## config.mk

```make
export PLATFORM = sky130hd
export DESIGN_NAME = oled_spi_sink
export DESIGN_NICKNAME = d
export VERILOG_FILES = /design/src/rtl/oled_pkg.sv /design/src/rtl/spi_rx_deser.sv /design/src/rtl/oled_spi_sink.sv
export SDC_FILE = /design/constraint.sdc
export NUM_CORES = 1
export LEC_CHECK = 0
export ABC_CLOCK_PERIOD_IN_PS = 1900
export CORE_AREA = 5 5 103 105
export DETAILED_ROUTE_END_ITERATION = 16
export DIE_AREA = 0 0 108 110
export MAX_ROUTING_LAYER = met4
export PLACE_DENSITY = 0.75
export SYNTH_ARGS = -nofsm -noshare
export SYNTH_HDL_FRONTEND = slang
export SYNTH_SLANG_ARGS = --single-unit
```

## constraint.sdc

```tcl
create_clock -name clk -period 1.9 [get_ports clk]
set_input_delay 0.475 -clock clk [delete_from_list [all_inputs] [get_ports clk]]
set_output_delay 0.475 -clock clk [all_outputs]
set_load 0.01 [all_outputs]
```

## src/rtl/oled_pkg.sv

```systemverilog
`default_nettype none
// +----------------------------------------------------------------------+
// | oled_pkg                                                             |
// | Opcodes, skip list, addressing modes and parser states for the sink. |
// | Revision: 1.0                                                        |
// +----------------------------------------------------------------------+
package oled_pkg;

  localparam logic [7:0] c_CMD_DISP_OFF  = 8'hAE;
  localparam logic [7:0] c_CMD_DISP_ON   = 8'hAF;
  localparam logic [7:0] c_CMD_CONTRAST  = 8'h81;
  localparam logic [7:0] c_CMD_ADDR_MODE = 8'h20;
  localparam logic [7:0] c_CMD_COL_ADDR  = 8'h21;
  localparam logic [7:0] c_CMD_PAGE_ADDR = 8'h22;

  localparam logic [7:0] c_SKIP_CHARGE_PUMP = 8'h8D;
  localparam logic [7:0] c_SKIP_MUX_RATIO   = 8'hA8;
  localparam logic [7:0] c_SKIP_DISP_OFFSET = 8'hD3;
  localparam logic [7:0] c_SKIP_CLK_DIV     = 8'hD5;
  localparam logic [7:0] c_SKIP_PRECHARGE   = 8'hD9;
  localparam logic [7:0] c_SKIP_COM_PINS    = 8'hDA;
  localparam logic [7:0] c_SKIP_VCOMH       = 8'hDB;

  typedef enum logic [1:0] {
    HORIZ = 2'b00,
    VERT  = 2'b01,
    PAGE  = 2'b10
  } addr_mode_t;

  typedef enum logic [1:0] {
    IDLE  = 2'd0,
    ARG1  = 2'd1,
    ARG2A = 2'd2,
    ARG2B = 2'd3
  } parser_state_t;

  function automatic logic is_skip_cmd(input logic [7:0] op);
    case (op)
      c_SKIP_CHARGE_PUMP, c_SKIP_MUX_RATIO, c_SKIP_DISP_OFFSET, c_SKIP_CLK_DIV,
      c_SKIP_PRECHARGE, c_SKIP_COM_PINS, c_SKIP_VCOMH: return 1'b1;
      default: return 1'b0;
    endcase
  endfunction

endpackage
`default_nettype wire

```

## src/rtl/spi_rx_deser.sv

```systemverilog
`default_nettype none
// +----------------------------------------------------------------------+
// | spi_rx_deser                                                         |
// | Pin synchronizers, sclk edge detect and MSB-first byte assembly.     |
// | Revision: 1.0                                                        |
// +----------------------------------------------------------------------+
module spi_rx_deser #(
  parameter int SYNC_STAGES = 2
) (
  input  logic       clk,
  input  logic       rst,
  input  logic       cs,
  input  logic       sclk,
  input  logic       mosi,
  input  logic       d_c,
  input  logic       oled_rst,
  output logic [7:0] rx_byte,
  output logic       rx_is_data,
  output logic       rx_valid,
  output logic       oled_rst_sync
);

  logic [SYNC_STAGES-1:0] r_cs_sync, r_sclk_sync, r_mosi_sync, r_dc_sync, r_orst_sync;
  logic                   r_sclk_prev;
  logic [2:0]             r_bit_cnt;
  logic [6:0]             r_shift;
  logic                   w_cs_s, w_sclk_s, w_mosi_s, w_dc_s, w_sclk_rise;

  assign w_cs_s        = r_cs_sync[SYNC_STAGES-1];
  assign w_sclk_s      = r_sclk_sync[SYNC_STAGES-1];
  assign w_mosi_s      = r_mosi_sync[SYNC_STAGES-1];
  assign w_dc_s        = r_dc_sync[SYNC_STAGES-1];
  assign oled_rst_sync = r_orst_sync[SYNC_STAGES-1];
  assign w_sclk_rise   = w_sclk_s & ~r_sclk_prev;

  always_ff @(posedge clk) begin
    if (!rst) begin
      r_cs_sync   <= '1;
      r_sclk_sync <= '0;
      r_mosi_sync <= '0;
      r_dc_sync   <= '0;
      r_orst_sync <= '1;
    end else begin
      r_cs_sync   <= {r_cs_sync[SYNC_STAGES-2:0], cs};
      r_sclk_sync <= {r_sclk_sync[SYNC_STAGES-2:0], sclk};
      r_mosi_sync <= {r_mosi_sync[SYNC_STAGES-2:0], mosi};
      r_dc_sync   <= {r_dc_sync[SYNC_STAGES-2:0], d_c};
      r_orst_sync <= {r_orst_sync[SYNC_STAGES-2:0], oled_rst};
    end
  end

  // A deselect or a display reset drops any partially shifted byte.
  always_ff @(posedge clk) begin
    if (!rst) begin
      r_sclk_prev <= 1'b0;
      r_bit_cnt   <= 3'd0;
      r_shift     <= 7'd0;
      rx_byte     <= 8'd0;
      rx_is_data  <= 1'b0;
      rx_valid    <= 1'b0;
    end else begin
      r_sclk_prev <= w_sclk_s;
      rx_valid    <= 1'b0;
      if (w_cs_s || !oled_rst_sync) begin
        r_bit_cnt <= 3'd0;
      end else if (w_sclk_rise) begin
        if (r_bit_cnt == 3'd7) begin
          rx_byte    <= {r_shift, w_mosi_s};
          rx_is_data <= w_dc_s;
          rx_valid   <= 1'b1;
          r_bit_cnt  <= 3'd0;
        end else begin
          r_shift   <= {r_shift[5:0], w_mosi_s};
          r_bit_cnt <= r_bit_cnt + 3'd1;
        end
      end
    end
  end

endmodule
`default_nettype wire

```

## src/rtl/oled_spi_sink.sv

```systemverilog
`default_nettype none
// +----------------------------------------------------------------------+
// | oled_spi_sink                                                        |
// | SSD1306-style command parser and GDDRAM pointer fed by spi_rx_deser. |
// | Revision: 1.0                                                        |
// +----------------------------------------------------------------------+
module oled_spi_sink
  import oled_pkg::*;
#(
  parameter int COLS        = 128,
  parameter int PAGES       = 4,
  parameter int SYNC_STAGES = 2
) (
  input  logic                           clk,
  input  logic                           rst,
  input  logic                           cs,
  input  logic                           sclk,
  input  logic                           mosi,
  input  logic                           d_c,
  input  logic                           oled_rst,
  output logic [7:0]                     rx_byte,
  output logic                           rx_is_data,
  output logic                           rx_valid,
  output logic                           pix_we,
  output logic [$clog2(COLS*PAGES)-1:0]  pix_addr,
  output logic [7:0]                     pix_data,
  output logic                           display_on,
  output logic [7:0]                     contrast,
  output logic                           frame_done
);

  localparam int COL_W  = (COLS > 1)  ? $clog2(COLS)  : 1;
  localparam int PAGE_W = (PAGES > 1) ? $clog2(PAGES) : 1;
  localparam int ADDR_W = $clog2(COLS*PAGES);

  logic                oled_rst_sync;
  parser_state_t       r_state;
  addr_mode_t          r_addr_mode;
  logic [7:0]          r_op;
  logic [COL_W-1:0]    r_col, r_col_start, r_col_end, w_col_end_eff;
  logic [PAGE_W-1:0]   r_page, r_page_start, r_page_end, w_page_end_eff;
  logic [7:0]          w_col8;
  logic                w_col_at_end, w_page_at_end;
  logic [ADDR_W-1:0]   w_addr;

  spi_rx_deser #(.SYNC_STAGES(SYNC_STAGES)) u_deser (
    .clk           (clk),
    .rst           (rst),
    .cs            (cs),
    .sclk          (sclk),
    .mosi          (mosi),
    .d_c           (d_c),
    .oled_rst      (oled_rst),
    .rx_byte       (rx_byte),
    .rx_is_data    (rx_is_data),
    .rx_valid      (rx_valid),
    .oled_rst_sync (oled_rst_sync)
  );

  function automatic logic [COL_W-1:0] clamp_col(input logic [7:0] v);
    if (32'(v) >= COLS) return COL_W'(COLS - 1);
    return v[COL_W-1:0];
  endfunction

  assign w_col_end_eff  = (r_col_end < r_col_start) ? r_col_start : r_col_end;
  assign w_page_end_eff = (r_page_end < r_page_start) ? r_page_start : r_page_end;
  // The physical edge also wraps, so a pointer parked beyond the window cannot run off.
  assign w_col_at_end   = (r_col == w_col_end_eff) || (r_col == COL_W'(COLS - 1));
  assign w_page_at_end  = (r_page == w_page_end_eff) || (r_page == PAGE_W'(PAGES - 1));
  assign w_col8         = 8'(r_col);
  assign w_addr         = ADDR_W'(r_page) * ADDR_W'(COLS) + ADDR_W'(r_col);

  always_ff @(posedge clk) begin
    if (!rst || !oled_rst_sync) begin
      r_state      <= IDLE;
      r_addr_mode  <= PAGE;
      r_op         <= 8'd0;
      r_col        <= '0;
      r_page       <= '0;
      r_col_start  <= '0;
      r_col_end    <= COL_W'(COLS - 1);
      r_page_start <= '0;
      r_page_end   <= PAGE_W'(PAGES - 1);
      display_on   <= 1'b0;
      contrast     <= 8'h7F;
      pix_we       <= 1'b0;
      pix_addr     <= '0;
      pix_data     <= 8'd0;
      frame_done   <= 1'b0;
    end else begin
      pix_we     <= 1'b0;
      frame_done <= 1'b0;
      if (rx_valid && rx_is_data) begin
        r_state  <= IDLE;
        pix_we   <= 1'b1;
        pix_addr <= w_addr;
        pix_data <= rx_byte;
        case (r_addr_mode)
          HORIZ: begin
            if (w_col_at_end) begin
              r_col <= r_col_start;
              if (w_page_at_end) begin
                r_page     <= r_page_start;
                frame_done <= 1'b1;
              end else begin
                r_page <= r_page + PAGE_W'(1);
              end
            end else begin
              r_col <= r_col + COL_W'(1);
            end
          end
          VERT: begin
            if (w_page_at_end) begin
              r_page <= r_page_start;
              if (w_col_at_end) begin
                r_col      <= r_col_start;
                frame_done <= 1'b1;
              end else begin
                r_col <= r_col + COL_W'(1);
              end
            end else begin
              r_page <= r_page + PAGE_W'(1);
            end
          end
          default: r_col <= (r_col == COL_W'(COLS - 1)) ? '0 : r_col + COL_W'(1);
        endcase
      end else if (rx_valid) begin
        case (r_state)
          IDLE: begin
            r_op <= rx_byte;
            if (rx_byte == c_CMD_DISP_OFF) display_on <= 1'b0;
            else if (rx_byte == c_CMD_DISP_ON) display_on <= 1'b1;
            else if (rx_byte == c_CMD_CONTRAST || rx_byte == c_CMD_ADDR_MODE || is_skip_cmd(rx_byte))
              r_state <= ARG1;
            else if (rx_byte == c_CMD_COL_ADDR || rx_byte == c_CMD_PAGE_ADDR)
              r_state <= ARG2A;
            else if (rx_byte[7:3] == 5'b10110) r_page <= rx_byte[PAGE_W-1:0];
            else if (rx_byte[7:4] == 4'h0) r_col <= clamp_col({w_col8[7:4], rx_byte[3:0]});
            else if (rx_byte[7:4] == 4'h1) r_col <= clamp_col({rx_byte[3:0], w_col8[3:0]});
          end
          ARG1: begin
            r_state <= IDLE;
            if (r_op == c_CMD_CONTRAST) contrast <= rx_byte;
            else if (r_op == c_CMD_ADDR_MODE) begin
              case (rx_byte[1:0])
                2'b00:   r_addr_mode <= HORIZ;
                2'b01:   r_addr_mode <= VERT;
                default: r_addr_mode <= PAGE;
              endcase
            end
          end
          ARG2A: begin
            r_state <= ARG2B;
            if (r_op == c_CMD_COL_ADDR) begin
              r_col_start <= clamp_col(rx_byte);
              r_col       <= clamp_col(rx_byte);
            end else begin
              r_page_start <= rx_byte[PAGE_W-1:0];
              r_page       <= rx_byte[PAGE_W-1:0];
            end
          end
          default: begin
            r_state <= IDLE;
            if (r_op == c_CMD_COL_ADDR) r_col_end <= clamp_col(rx_byte);
            else r_page_end <= rx_byte[PAGE_W-1:0];
          end
        endcase
      end
    end
  end

endmodule
`default_nettype wire

```

==> load_flow_metrics.sql, run 1 <==
INSERT INTO impl_metrics (metric_group, metric, value, unit) VALUES
('floorplanning', 'std_cell_rows', '36', ''),
('synthesis', 'synth_enable_flop_cells', '0', ''),
('synthesis', 'synth_xor_area_frac', '0.0327', ''),
('clock_network', 'postCtsHoldBufs', '0', ''),
('clock_network', 'root_buffer', 'clkbuf_8', ''),
('synthesis', 'synth_adder_area_share', '0.0337', ''),
('placement', 'hpwlAfterDp', '9920', 'um'),
('setup_path', 'critPathRequiredTime', '2.19', 'ns'),
('synthesis', 'post_synth_mux_area_share', '0.0760', ''),
('sta', 'post-route-worst-setup-slack', '-0.192', 'ns'),
('placement', 'gp_congestion', '0.989', ''),
('synthesis', 'synth_fp_nets', '602', ''),
('route', 'dr_total_vias', '4637', ''),
('floorplanning', 'initial_utilization', '0.505', ''),
('synthesis', 'largest_family_of_logic_cells_by_synthesized_area', 'simple AND/OR/NAND/NOR gates', ''),
('setup_path', 'capturing_element_type_of_the_critical_path', 'flop', ''),
('run_status', 'failed_checks', 'setup timing', ''),
('hold_path', 'hp-class', 'flop to flop', ''),
('setup_path', 'path_cells', 'buf_4, xor2_1, nor4_2, nand4_1, mux2_4, o211a_1, o31ai_1', ''),
('route', 'number_of_remaining_drc_errors', '0', ''),
('sta', 'setup_violations', '10', ''),
('synthesis', 'synth_area', '4820', 'um^2'),
('synthesis', 'yosys_warnings', '0', ''),
('clock_network', 'cts_buffers', '9', ''),
('synthesis', 'syn_inst', '582', ''),
('placement', 'placed_cell_area', '6030', 'um^2'),
('setup_path', 'endpoint_arrival_time_on_the_critical_path', '2.38', 'ns'),
('sta', 'tightest_slew', '0.586', 'ns'),
('run', 'max_cap_viol_count', '0', ''),
('setup_path', 'critical_path.startpoint_type', 'flop', ''),
('synthesis', 'synth_simple_gate_area_frac', '0.238', ''),
('synthesis', 'yosys_most_used_dff', 'dfxtp_1', ''),
('run_status', 'status', 'finished, violations left', ''),
('clock_network', 'cts_num_sinks', '98', ''),
('floorplanning', 'floorplan.die.height', '110', 'um'),
('synthesis', 'synth_compound_gate_area_share', '0.162', ''),
('synthesis', 'synthesis.area_per_instance', '8.29', 'um^2'),
('synthesis', 'top_post_synthesis_cells_by_area', 'dfxtp_1 41%, mux2i_1 7.1%, nand2_1 6.9%, a21oi_1 4.6%, ha_1 3.4%', ''),
('cells_and_area', 'num_antenna_cells', '0', ''),
('clock_network', 'tritoncts', 'yes', ''),
('grt', 'grt_pass1_wl', '22900', 'um'),
('synthesis', 'synth.largest_area_cell', 'dfxtp_1', ''),
('sta', 'number_of_hold_slack_violations_in_the_final_timing_report', '0', ''),
('setup_path', 'criticalPathCategory', 'flop to flop', ''),
('floorplanning', 'fp.dieW', '108', 'um'),
('setup_path', 'crit_fanout', '6', ''),
('route', 'drtPass1Iterations', '5', ''),
('cells_and_area', 'final_area', '6430', 'um^2'),
('sta', 'final.hold.worst_slack', '0.428', 'ns'),
('grt', 'antenna_found_initial', '0', ''),
('grt', 'grt_start_max_net_pins', '28', ''),
('sta', 'timing.fmax', '478', 'MHz'),
('cells_and_area', 'areaGrowthSynthToFinish', '33.4', '%'),
('synthesis', 'yosys_cell_types', '55', ''),
('sta', 'clock_skew', '0.0113', 'ns'),
('clock_network', 'clock_latency', '0.37', 'ns'),
('cells_and_area', 'nNetsFinal', '713', ''),
('synthesis', 'ys_seq_area_frac', '0.407', ''),
('pwr', 'p_leak', '2.61', 'nW'),
('grt', 'grt_pass1_vias', '4647', ''),
('grt', 'grt.total_usage', '0.249', ''),
('synthesis', 'post-synth-top-area-fraction', '0.407', ''),
('sta', 'final.min_clock_period', '2.09', 'ns'),
('clock_network', 'clkSlewWorstSetupHoldPaths', '0.11', 'ns'),
('cells_and_area', 'post_route_cells_drive_above_1_share', '0.231', ''),
('route', 'post_route_ant_nets', '0', ''),
('floorplanning', 'io_pins', '45', ''),
('sta', 'grt_setup_unrepaired', 'true', ''),
('grt', 'gr-total-overflow', '0', ''),
('synthesis', 'post_synthesis_async_set_or_reset_flop_share', '0', ''),
('pwr', 'max-vdd-ir-drop', '424', 'uV');
## cells in the mapped netlist (all sizes together) (2+ instances only)
cell    instances
a211oi          2
a21o            4
a21oi          44
a31oi          13
and2           11
and3            4
buf            10
clkbuf         34
dfxtp          98
ha             13
inv            15
mux2            2
mux2i          34
nand2          89
nand2b         15
nand3          16
nand3b          4
nand4           8
nor2           41
nor2b          21
nor3           10
nor4            5
nor4b           4
o211a           3
o211ai         16
o21a            4
o21ai          18
o221ai          2
o31ai           3
o32ai           2
o41ai           3
or2             2
or3             2
or4             3
xnor2           9
xor2            9
## worst paths after layout
kind | start | end | slack, ns | depth (start not counted)
worst max register to register | r_col_start[2]$_SDFFE_PP0P_ | r_col[4]$_SDFFE_PP0P_ | -0.19 | 7
worst min register to register | u_deser.r_cs_sync[0]$_SDFF_PN1_ | u_deser.r_cs_sync[1]$_SDFF_PN1_ | 0.43 | 1
worst min-delay path | u_deser.r_cs_sync[0]$_SDFF_PN1_ | u_deser.r_cs_sync[1]$_SDFF_PN1_ | 0.43 | 1
worst max-delay path | r_col_start[2]$_SDFFE_PP0P_ | r_col[4]$_SDFFE_PP0P_ | -0.19 | 7
## registers in the layout, indices dropped and copies added (netlist names), 3 cells and up
register           flops
pix_addr               9
contrast               8
pix_data               8
r_op                   8
u_deser.rx_byte        8
r_col                  7
r_col_end              7
r_col_start            7
u_deser.r_shift        7
u_deser.r_bit_cnt      3
## final cells by class
cell class	count	area, um^2	share of cell area
timing repair buffer	144	1200	0.187
clock inverter	7	95.1	0.0148
clock buffer	9	124	0.0193
multi-input combinational	425	2800	0.436
sequential	98	1990	0.309
tap	133	166	0.0259
inverter	15	56.3	0.00875
## metrics by stage
stage | setup slack, ns | power (mW) | util | TNS, ns | cells
global route | -0.289 | 3.74 | 0.674 | -1.98 | 831
CTS | -0.120 | 3.66 | 0.663 | -0.588 | 830
global placement | -0.140 | 2.20 | 0.631 | -0.646 | 814
finish | -0.192 | 3.62 | 0.674 | -1.16 | 831
detailed placement | -0.161 | 2.20 | 0.631 | -0.989 | 814
floorplan | -0.0476 | 2.16 | - | -0.220 | 582
## per-layer routing
layer / GRT usage / wire length (um) / vias up
met5: - / 0 / -
met4: 0.0974 / 443 / 0
met3: 0.0472 / 785 / 40
met2: 0.409 / 6690 / 182
met1: 0.304 / 5880 / 2172
li1: - / - / 2243
## critical path: cells and delay by family, from the launching register on
family,cells,cell delay (ns)
muxes,1,0.37
and+or+nand+nor,2,0.56
xor gates and xnor gates,1,0.17
DFF,1,0.35
AOI/OAI and AO/OA,2,0.43
buffers and inverters,1,0.14
## repair_timing
action / 4_1_cts / 5_1_grt
setup endpoints to repair: 21 / 17
pin swaps: 7 / 8
resized for setup: 29 / 17
setup buffers: 0 / 1
## power breakdown
group | leakage [nW] | internal [mW] | total (mW) | switching [mW]
clock network | 0.104 | 0.648 | 1.47 | 0.825
logic | 1.71 | 0.0385 | 0.0900 | 0.0515
registers | 0.797 | 2.06 | 2.06 | 0.00396
total | 2.61 | 2.74 | 3.62 | 0.880
## logic make-up after synthesis
logic type	after synthesis
DFF	98
adders and majority gates	13
buffers and inverters	59
muxes	36
AOI/OAI and AO/OA	121
xor gates and xnor gates	18
and+or+nand+nor	237
## cell usage in the layout (no fill, tap or decap), drive strengths merged, types with 18 or more instances in the layout
master and instances:
inv 18, a21oi 44, clkdlybuf4s50 39, nand2 89
o21ai 18, dfxtp 98, mux2i 34, nor2 41
buf 100, nor2b 21
No activity file was read; power rests on OpenSTA's default activity.
==> inputs of run 2 (changes only) <==
Settings changed: GPL_ROUTABILITY_DRIVEN set to 0.
==> run 2 against run 1 <==
- the flow still finishes with violations (setup timing)
- final area down 0.25%
- highest routed layer unchanged
- global-route usage down 0.18 points
- flip-flop and latch count unchanged
- critical path depth unchanged
- clock skew down 0.0030 ns
- count of clock-buffer cells in the layout unchanged
- critical endpoint is now r_col[3]$_SDFFE_PP0P_
==> load_flow_metrics.sql, run 2 (synthesis results as in run 1) <==
INSERT INTO impl_metrics (metric_group, metric, value, unit) VALUES
('sta', 'final.hold.worst_slack', '0.427', 'ns'),
('route', 'drtPass1Iterations', '5', ''),
('cells_and_area', 'n_fill_cell', '784', ''),
('cells_and_area', 'layout.core_utilization', '0.672', ''),
('route', 'dr_total_vias', '4706', ''),
('route', 'number_of_remaining_drc_errors', '0', ''),
('hold_path', 'hp-class', 'flop to flop', ''),
('placement', 'hpwlAfterDp', '9820', 'um'),
('cells_and_area', 'commonest_cells_after_routing_fill_and_taps_aside', '93 x buf_4, 89 x nand2_1, 86 x dfxtp_1', ''),
('clock_network', 'clock_latency', '0.37', 'ns'),
('floorplanning', 'fp.dieW', '108', 'um'),
('cells_and_area', 'areaGrowthSynthToFinish', '33.0', '%'),
('pwr', 'max-vdd-ir-drop', '530', 'uV'),
('cells_and_area', 'largest_register_by_flop_count', 'pix_addr', ''),
('setup_path', 'endpoint_arrival_time_on_the_critical_path', '2.34', 'ns'),
('grt', 'grt.total_usage', '0.247', ''),
('pwr', 'p_leak', '2.58', 'nW'),
('setup_path', 'capturing_element_type_of_the_critical_path', 'flop', ''),
('clock_network', 'tritoncts', 'yes', ''),
('sta', 'slew-limit-headroom', '0.637', ''),
('sta', 'number_of_hold_slack_violations_in_the_final_timing_report', '0', ''),
('route', 'detail_route.iter0.violations', '360', ''),
('sta', 'report.final.slew_viol_count', '0', ''),
('sta', 'tightest_slew', '0.542', 'ns'),
('clock_network', 'root_buffer', 'clkbuf_8', ''),
('pwr', 'total_power', '3.62', 'mW'),
('cells_and_area', 'nNetsFinal', '710', ''),
('floorplanning', 'floorplan.die.height', '110', 'um'),
('sta', 'final.min_clock_period', '2.08', 'ns'),
('cells_and_area', 'most_common_library_cell_in_the_layout_ignoring_fill_and_taps', 'buf_4', ''),
('grt', 'grt_pass1_wl', '22700', 'um'),
('floorplanning', 'std_cell_rows', '36', ''),
('run_status', 'status', 'finished, violations left', ''),
('route', 'post_route_ant_nets', '0', ''),
('route', 'detail_route.wirelength', '13800', 'um'),
('grt', 'gr-total-overflow', '0', ''),
('clock_network', 'cts_num_sinks', '98', ''),
('floorplanning', 'io_pins', '45', ''),
('grt', 'antenna_found_initial', '0', ''),
('clock_network', 'clkSlewWorstSetupHoldPaths', '0.11', 'ns'),
('run_status', 'failed_checks', 'setup timing', ''),
('placement', 'place.port_buffers', '44', ''),
('clock_network', 'h_tree_depth', '3', ''),
('sta', 'setup_tns', '-0.991', 'ns'),
('grt', 'grt_pass1_vias', '4663', ''),
('sta', 'grt_setup_unrepaired', 'true', ''),
('sta', 'setup_violations', '10', ''),
('setup_path', 'critical_path.startpoint_type', 'flop', ''),
('pwr', 'power-per-cell-area', '564', 'nW/um^2'),
('floorplanning', 'initial_utilization', '0.505', ''),
('route', 'vias_per_cell', '5.68', ''),
('setup_path', 'criticalPathCategory', 'flop to flop', ''),
('cells_and_area', 'largest_register_ff_count', '9', ''),
('sta', 'timing.fmax', '481', 'MHz'),
('sta', 'post-route-worst-setup-slack', '-0.178', 'ns'),
('floorplanning', 'fp.dieArea', '11900', 'um^2'),
('clock_network', 'clock_tree.buffer_depth', '2', ''),
('cells_and_area', 'post_route_cells_drive_above_1_share', '0.232', ''),
('setup_path', 'critPathRequiredTime', '2.16', 'ns'),
('route', 'route.detailed.wl_per_inst', '16.6', 'um'),
('grt', 'grt_start_max_net_pins', '28', ''),
('cells_and_area', 'num_antenna_cells', '0', ''),
('run', 'max_cap_viol_count', '0', ''),
('clock_network', 'cts_buffers', '9', ''),
('setup_path', 'crit_fanout', '6', ''),
('floorplanning', 'core_area', '9550', 'um^2'),
('sta', 'clock_skew', '0.00835', 'ns'),
('sta', 'post-route-period-util', '1.09', '');
[run 2: metrics by stage]
step	instances	instance area, um^2	setup WS [ns]
3_5_place_dp	804	5940	-0.233
4_1_cts	823	6300	-0.133
6_report	828	6420	-0.178
3_3_place_gp	804	5940	-0.175
2_1_floorplan	582	4850	-0.0476
5_1_grt	828	6420	-0.293
[run 2: final cells by class]
| class | instances | area [um^2] | area share |
|---|---|---|---|
| tap | 133 | 166 | 0.0259 |
| inverter | 15 | 56.3 | 0.00877 |
| clock inverter | 7 | 95.1 | 0.0148 |
| multi-input combinational | 425 | 2820 | 0.439 |
| timing repair buffer | 141 | 1170 | 0.182 |
| clock buffer | 9 | 124 | 0.0193 |
| sequential | 98 | 1990 | 0.310 |
[run 2: metal layers]
metal | share of wire | GRT usage | up-vias
li1 | - | - | 2243
met1 | 0.42 | 0.306 | 2219
met2 | 0.48 | 0.401 | 199
met3 | 0.058 | 0.0414 | 45
met4 | 0.035 | 0.107 | 0
met5 | 0 | - | -
[run 2: path summary, 6_finish.rpt]
check	startpoint	endpoint	slack [ns]	depth (start not counted)
worst min-delay path	u_deser.r_orst_sync[0]$_SDFF_PN1_	u_deser.r_orst_sync[1]$_SDFF_PN1_	0.43	1
worst max-delay path	r_col_start[2]$_SDFFE_PP0P_	r_col[3]$_SDFFE_PP0P_	-0.18	7
worst min register to register	u_deser.r_orst_sync[0]$_SDFF_PN1_	u_deser.r_orst_sync[1]$_SDFF_PN1_	0.43	1
worst max register to register	r_col_start[2]$_SDFFE_PP0P_	r_col[3]$_SDFFE_PP0P_	-0.18	7
[run 2: where the power goes]
group | leakage [nW] | internal (mW) | switching, mW
combinational | 1.67 | 0.0402 | 0.0519
sequential | 0.799 | 2.06 | 0.00421
clock | 0.111 | 0.648 | 0.817
total | 2.58 | 2.74 | 0.873
[run 2: timing repair]
item / CTS / global route
setup buffers: 4 / 4
endpoints found under the setup margin: 19 / 22
endpoints found under the hold margin: 0 / 0
hold buffers: 0 / 0
pin swaps: 8 / 9
gates cloned: 0 / 1
gates resized for setup: 34 / 19
[run 2: worst max-delay path, cell delays in order (launching register included)]
cell	delay, ns
dfxtp_2	0.34
buf_6	0.12
xor2_1	0.16
nor4_2	0.37
nand4_1	0.19
mux2_4	0.36
nor4_2	0.31
o32ai_1	0.11
==> inputs of run 3 (changes only) <==
Settings changed: CTS_CLUSTER_DIAMETER set to 200, PLACE_DENSITY 0.75 to 0.73.
==> run 3 against run 2 <==
- the run still ends with setup timing left
- highest routed layer unchanged
- clock power decreased by 5%
- critical path type unchanged
- largest cell class unchanged
- first-iteration DRC count increased by 9.4%
- worst setup slack improved by 0.063 ns
- core utilization increased by 0.51 points
- register-to-register slack improved by 0.06 ns
- count of clock-buffer cells in the layout unchanged
- wire length increased by 0.10%
==> load_flow_metrics.sql, run 3 (synthesis results as in run 1) <==
INSERT INTO impl_metrics (metric_group, metric, value, unit) VALUES
('clock_network', 'clock_latency', '0.38', 'ns'),
('grt', 'grt_pass1_wl', '22300', 'um'),
('clock_network', 'cts_buffers', '9', ''),
('floorplanning', 'fp.dieArea', '11900', 'um^2'),
('clock_network', 'h_tree_depth', '3', ''),
('sta', 'clock_skew', '0.0139', 'ns'),
('route', 'vias_per_cell', '5.58', ''),
('sta', 'grt_setup_unrepaired', 'true', ''),
('setup_path', 'critical_path.startpoint_type', 'flop', ''),
('route', 'detailroute.wirelength.met2', '6640', 'um'),
('cells_and_area', 'most_common_library_cell_in_the_layout_ignoring_fill_and_taps', 'buf_4', ''),
('hold_path', 'holdPathStages', '1', ''),
('run_status', 'status', 'finished, violations left', ''),
('clock_network', 'root_buffer', 'clkbuf_8', ''),
('grt', 'gr-total-overflow', '0', ''),
('setup_path', 'crit_fanout', '6', ''),
('grt', 'antenna_found_initial', '0', ''),
('clock_network', 'clock_tree.buffer_depth', '2', ''),
('floorplanning', 'io_pins', '45', ''),
('sta', 'timing.fmax', '496', 'MHz'),
('cells_and_area', 'largest_register_by_flop_count', 'pix_addr', ''),
('route', 'detail_route.iter0.violations', '394', ''),
('floorplanning', 'floorplan.die.height', '110', 'um'),
('setup_path', 'timing.rr.start', 'r_col_start[2]$_SDFFE_PP0P_', ''),
('pwr', 'p_leak', '2.64', 'nW'),
('cells_and_area', 'areaGrowthSynthToFinish', '34.1', '%'),
('pwr', 'max-vdd-ir-drop', '379', 'uV'),
('route', 'topRoutingLayerUsed', 'met4', ''),
('cells_and_area', 'post_route_cells_drive_above_1_share', '0.242', ''),
('sta', 'tightest_slew', '0.485', 'ns'),
('sta', 'slew-limit-headroom', '0.676', ''),
('setup_path', 'capturing_element_type_of_the_critical_path', 'flop', ''),
('route', 'routed-wl-met3', '880', 'um'),
('clock_network', 'clkSlewWorstSetupHoldPaths', '0.11', 'ns'),
('floorplanning', 'fp.dieW', '108', 'um'),
('floorplanning', 'initial_utilization', '0.505', ''),
('floorplanning', 'std_cell_rows', '36', ''),
('grt', 'grt_start_max_net_pins', '28', ''),
('setup_path', 'critPathRequiredTime', '2.17', 'ns'),
('pwr', 'total_power', '3.54', 'mW'),
('setup_path', 'endpoint_arrival_time_on_the_critical_path', '2.28', 'ns'),
('hold_path', 'holdCritStartpoint', 'u_deser.r_cs_sync[0]$_SDFF_PN1_', ''),
('floorplanning', 'core_area', '9550', 'um^2'),
('grt', 'grt_pass1_vias', '4583', ''),
('hold_path', 'hp-class', 'flop to flop', ''),
('placement', 'hpwlAfterDp', '9740', 'um'),
('clock_network', 'tritoncts', 'yes', ''),
('clock_network', 'postCtsHoldBufs', '0', ''),
('cells_and_area', 'largest_register_ff_count', '9', ''),
('route', 'dr_total_vias', '4634', ''),
('sta', 'setup_violations', '10', ''),
('cells_and_area', 'n_fill_cell', '764', ''),
('setup_path', 'criticalPathCategory', 'flop to flop', ''),
('sta', 'post-route-period-util', '1.06', ''),
('route', 'routed_metal_1_wirelength', '5880', 'um'),
('setup_path', 'ff2ff_setup_slack', '-0.12', 'ns'),
('hold_path', 'hold_end', 'u_deser.r_cs_sync[1]$_SDFF_PN1_', ''),
('grt', 'grt.total_usage', '0.242', ''),
('pwr', 'power-per-cell-area', '548', 'nW/um^2'),
('run_status', 'failed_checks', 'setup timing', ''),
('setup_path', 'cp_num_cells', '8', ''),
('sta', 'setup_tns', '-0.624', 'ns'),
('cells_and_area', 'commonest_cells_after_routing_fill_and_taps_aside', '95 x buf_4, 89 x nand2_1, 83 x dfxtp_1', ''),
('route', 'post_route_ant_nets', '0', ''),
('setup_path', 'timing.critical_path.slowest_cell_delay', '0.40', 'ns'),
('cells_and_area', 'num_antenna_cells', '0', ''),
('sta', 'number_of_hold_slack_violations_in_the_final_timing_report', '0', ''),
('sta', 'final.min_clock_period', '2.02', 'ns'),
('clock_network', 'cts_num_sinks', '98', ''),
('setup_path', 'rr_worst_depth', '8', ''),
('placement', 'place.port_buffers', '44', ''),
('sta', 'post-route-worst-setup-slack', '-0.116', 'ns'),
('setup_path', 'reg2reg_to', 'r_col[3]$_SDFFE_PP0P_', ''),
('setup_path', 'worst_path_dominant_cell_family', 'compound AO/OA/AOI/OAI gates', ''),
('route', 'drtPass1Iterations', '5', ''),
('sta', 'report.final.slew_viol_count', '0', ''),
('setup_path', 'path_cells', 'inv_2, ha_4, a21o_1, a31oi_2, o221ai_2, mux2_4, nor4_4, o32ai_2', ''),
('placement', 'pre_cts_ws', '-0.198', 'ns'),
('route', 'route.detailed.wl_per_inst', '16.6', 'um'),
('route', 'detail_route.wirelength', '13800', 'um'),
('run', 'max_cap_viol_count', '0', ''),
('route', 'number_of_remaining_drc_errors', '0', ''),
('setup_path', 'worstPathBufferInverterCount', '1', ''),
('cells_and_area', 'nNetsFinal', '712', ''),
('setup_path', 'slowest_stage', 'mux2_4', '');
-- run 3: cell types whose count changed in the layout (fill, tap and decap cells not counted), sizes merged --
| cell | previous run | this run |
|---|---|---|
| bufinv | 1 | 0 |
| clkinv | 3 | 4 |
| dlymetal6s2s | 0 | 2 |
| dlygate4sd2 | 5 | 3 |
| buf | 97 | 99 |
-- run 3: worst max path at each step --
stage | start | to | slack [ns]
after detailed placement | r_page_end[1]$_SDFFE_PP1P_ | r_col[1]$_SDFFE_PP0P_ | -0.20
final | r_col_start[2]$_SDFFE_PP0P_ | r_col[3]$_SDFFE_PP0P_ | -0.12
after global routing | r_col_start[4]$_SDFFE_PP0P_ | r_col[4]$_SDFFE_PP0P_ | -0.17
after global placement | r_col_start[2]$_SDFFE_PP0P_ | frame_done$_SDFF_PP0_ | -0.15
after CTS | r_col_start[2]$_SDFFE_PP0P_ | r_col[3]$_SDFFE_PP0P_ | -0.08
after floorplan | r_col_start[2]$_SDFFE_PP0P_ | r_col[4]$_SDFFE_PP0P_ | -0.05
-- run 3: cell type report --
class	instances	area (um^2)	area share
multi-input combinational	425	2840	0.438
timing repair buffer	143	1220	0.188
clock buffer	9	124	0.0192
inverter	15	56.3	0.00871
sequential	98	1990	0.307
clock inverter	7	81.3	0.0126
tap	133	166	0.0257
-- run 3: routing by layer --
metal	GRT usage	vias to the layer above
met5	-	-
met4	0.0974	0
met3	0.0361	42
met2	0.401	192
met1	0.300	2162
li1	-	2238
-- run 3: power breakdown --
part	total (mW)	switching, mW	internal [mW]	leakage, nW
sequential	2.06	0.00387	2.06	0.798
clock	1.39	0.862	0.526	0.103
combinational	0.0920	0.0520	0.0400	1.74
total	3.54	0.917	2.63	2.64
-- run 3: through the flow --
step / cell area, um^2 / util / hold WS (ns) / std cells
after CTS: 6330 / 0.663 / 0.433 / 823
final: 6470 / 0.677 / 0.431 / 830
after detailed placement: 5970 / 0.625 / 0.406 / 805
after floorplan: 4850 / - / 0.386 / 582
after global placement: 5970 / 0.625 / 0.389 / 805
after global routing: 6470 / 0.677 / 0.438 / 830
-- run 3: what timing repair did --
item                       CTS  global route
gates cloned                 0             0
setup endpoints to repair   17            22
resized for setup           38            17
pin swaps                   13            10
buffers inserted             2             7
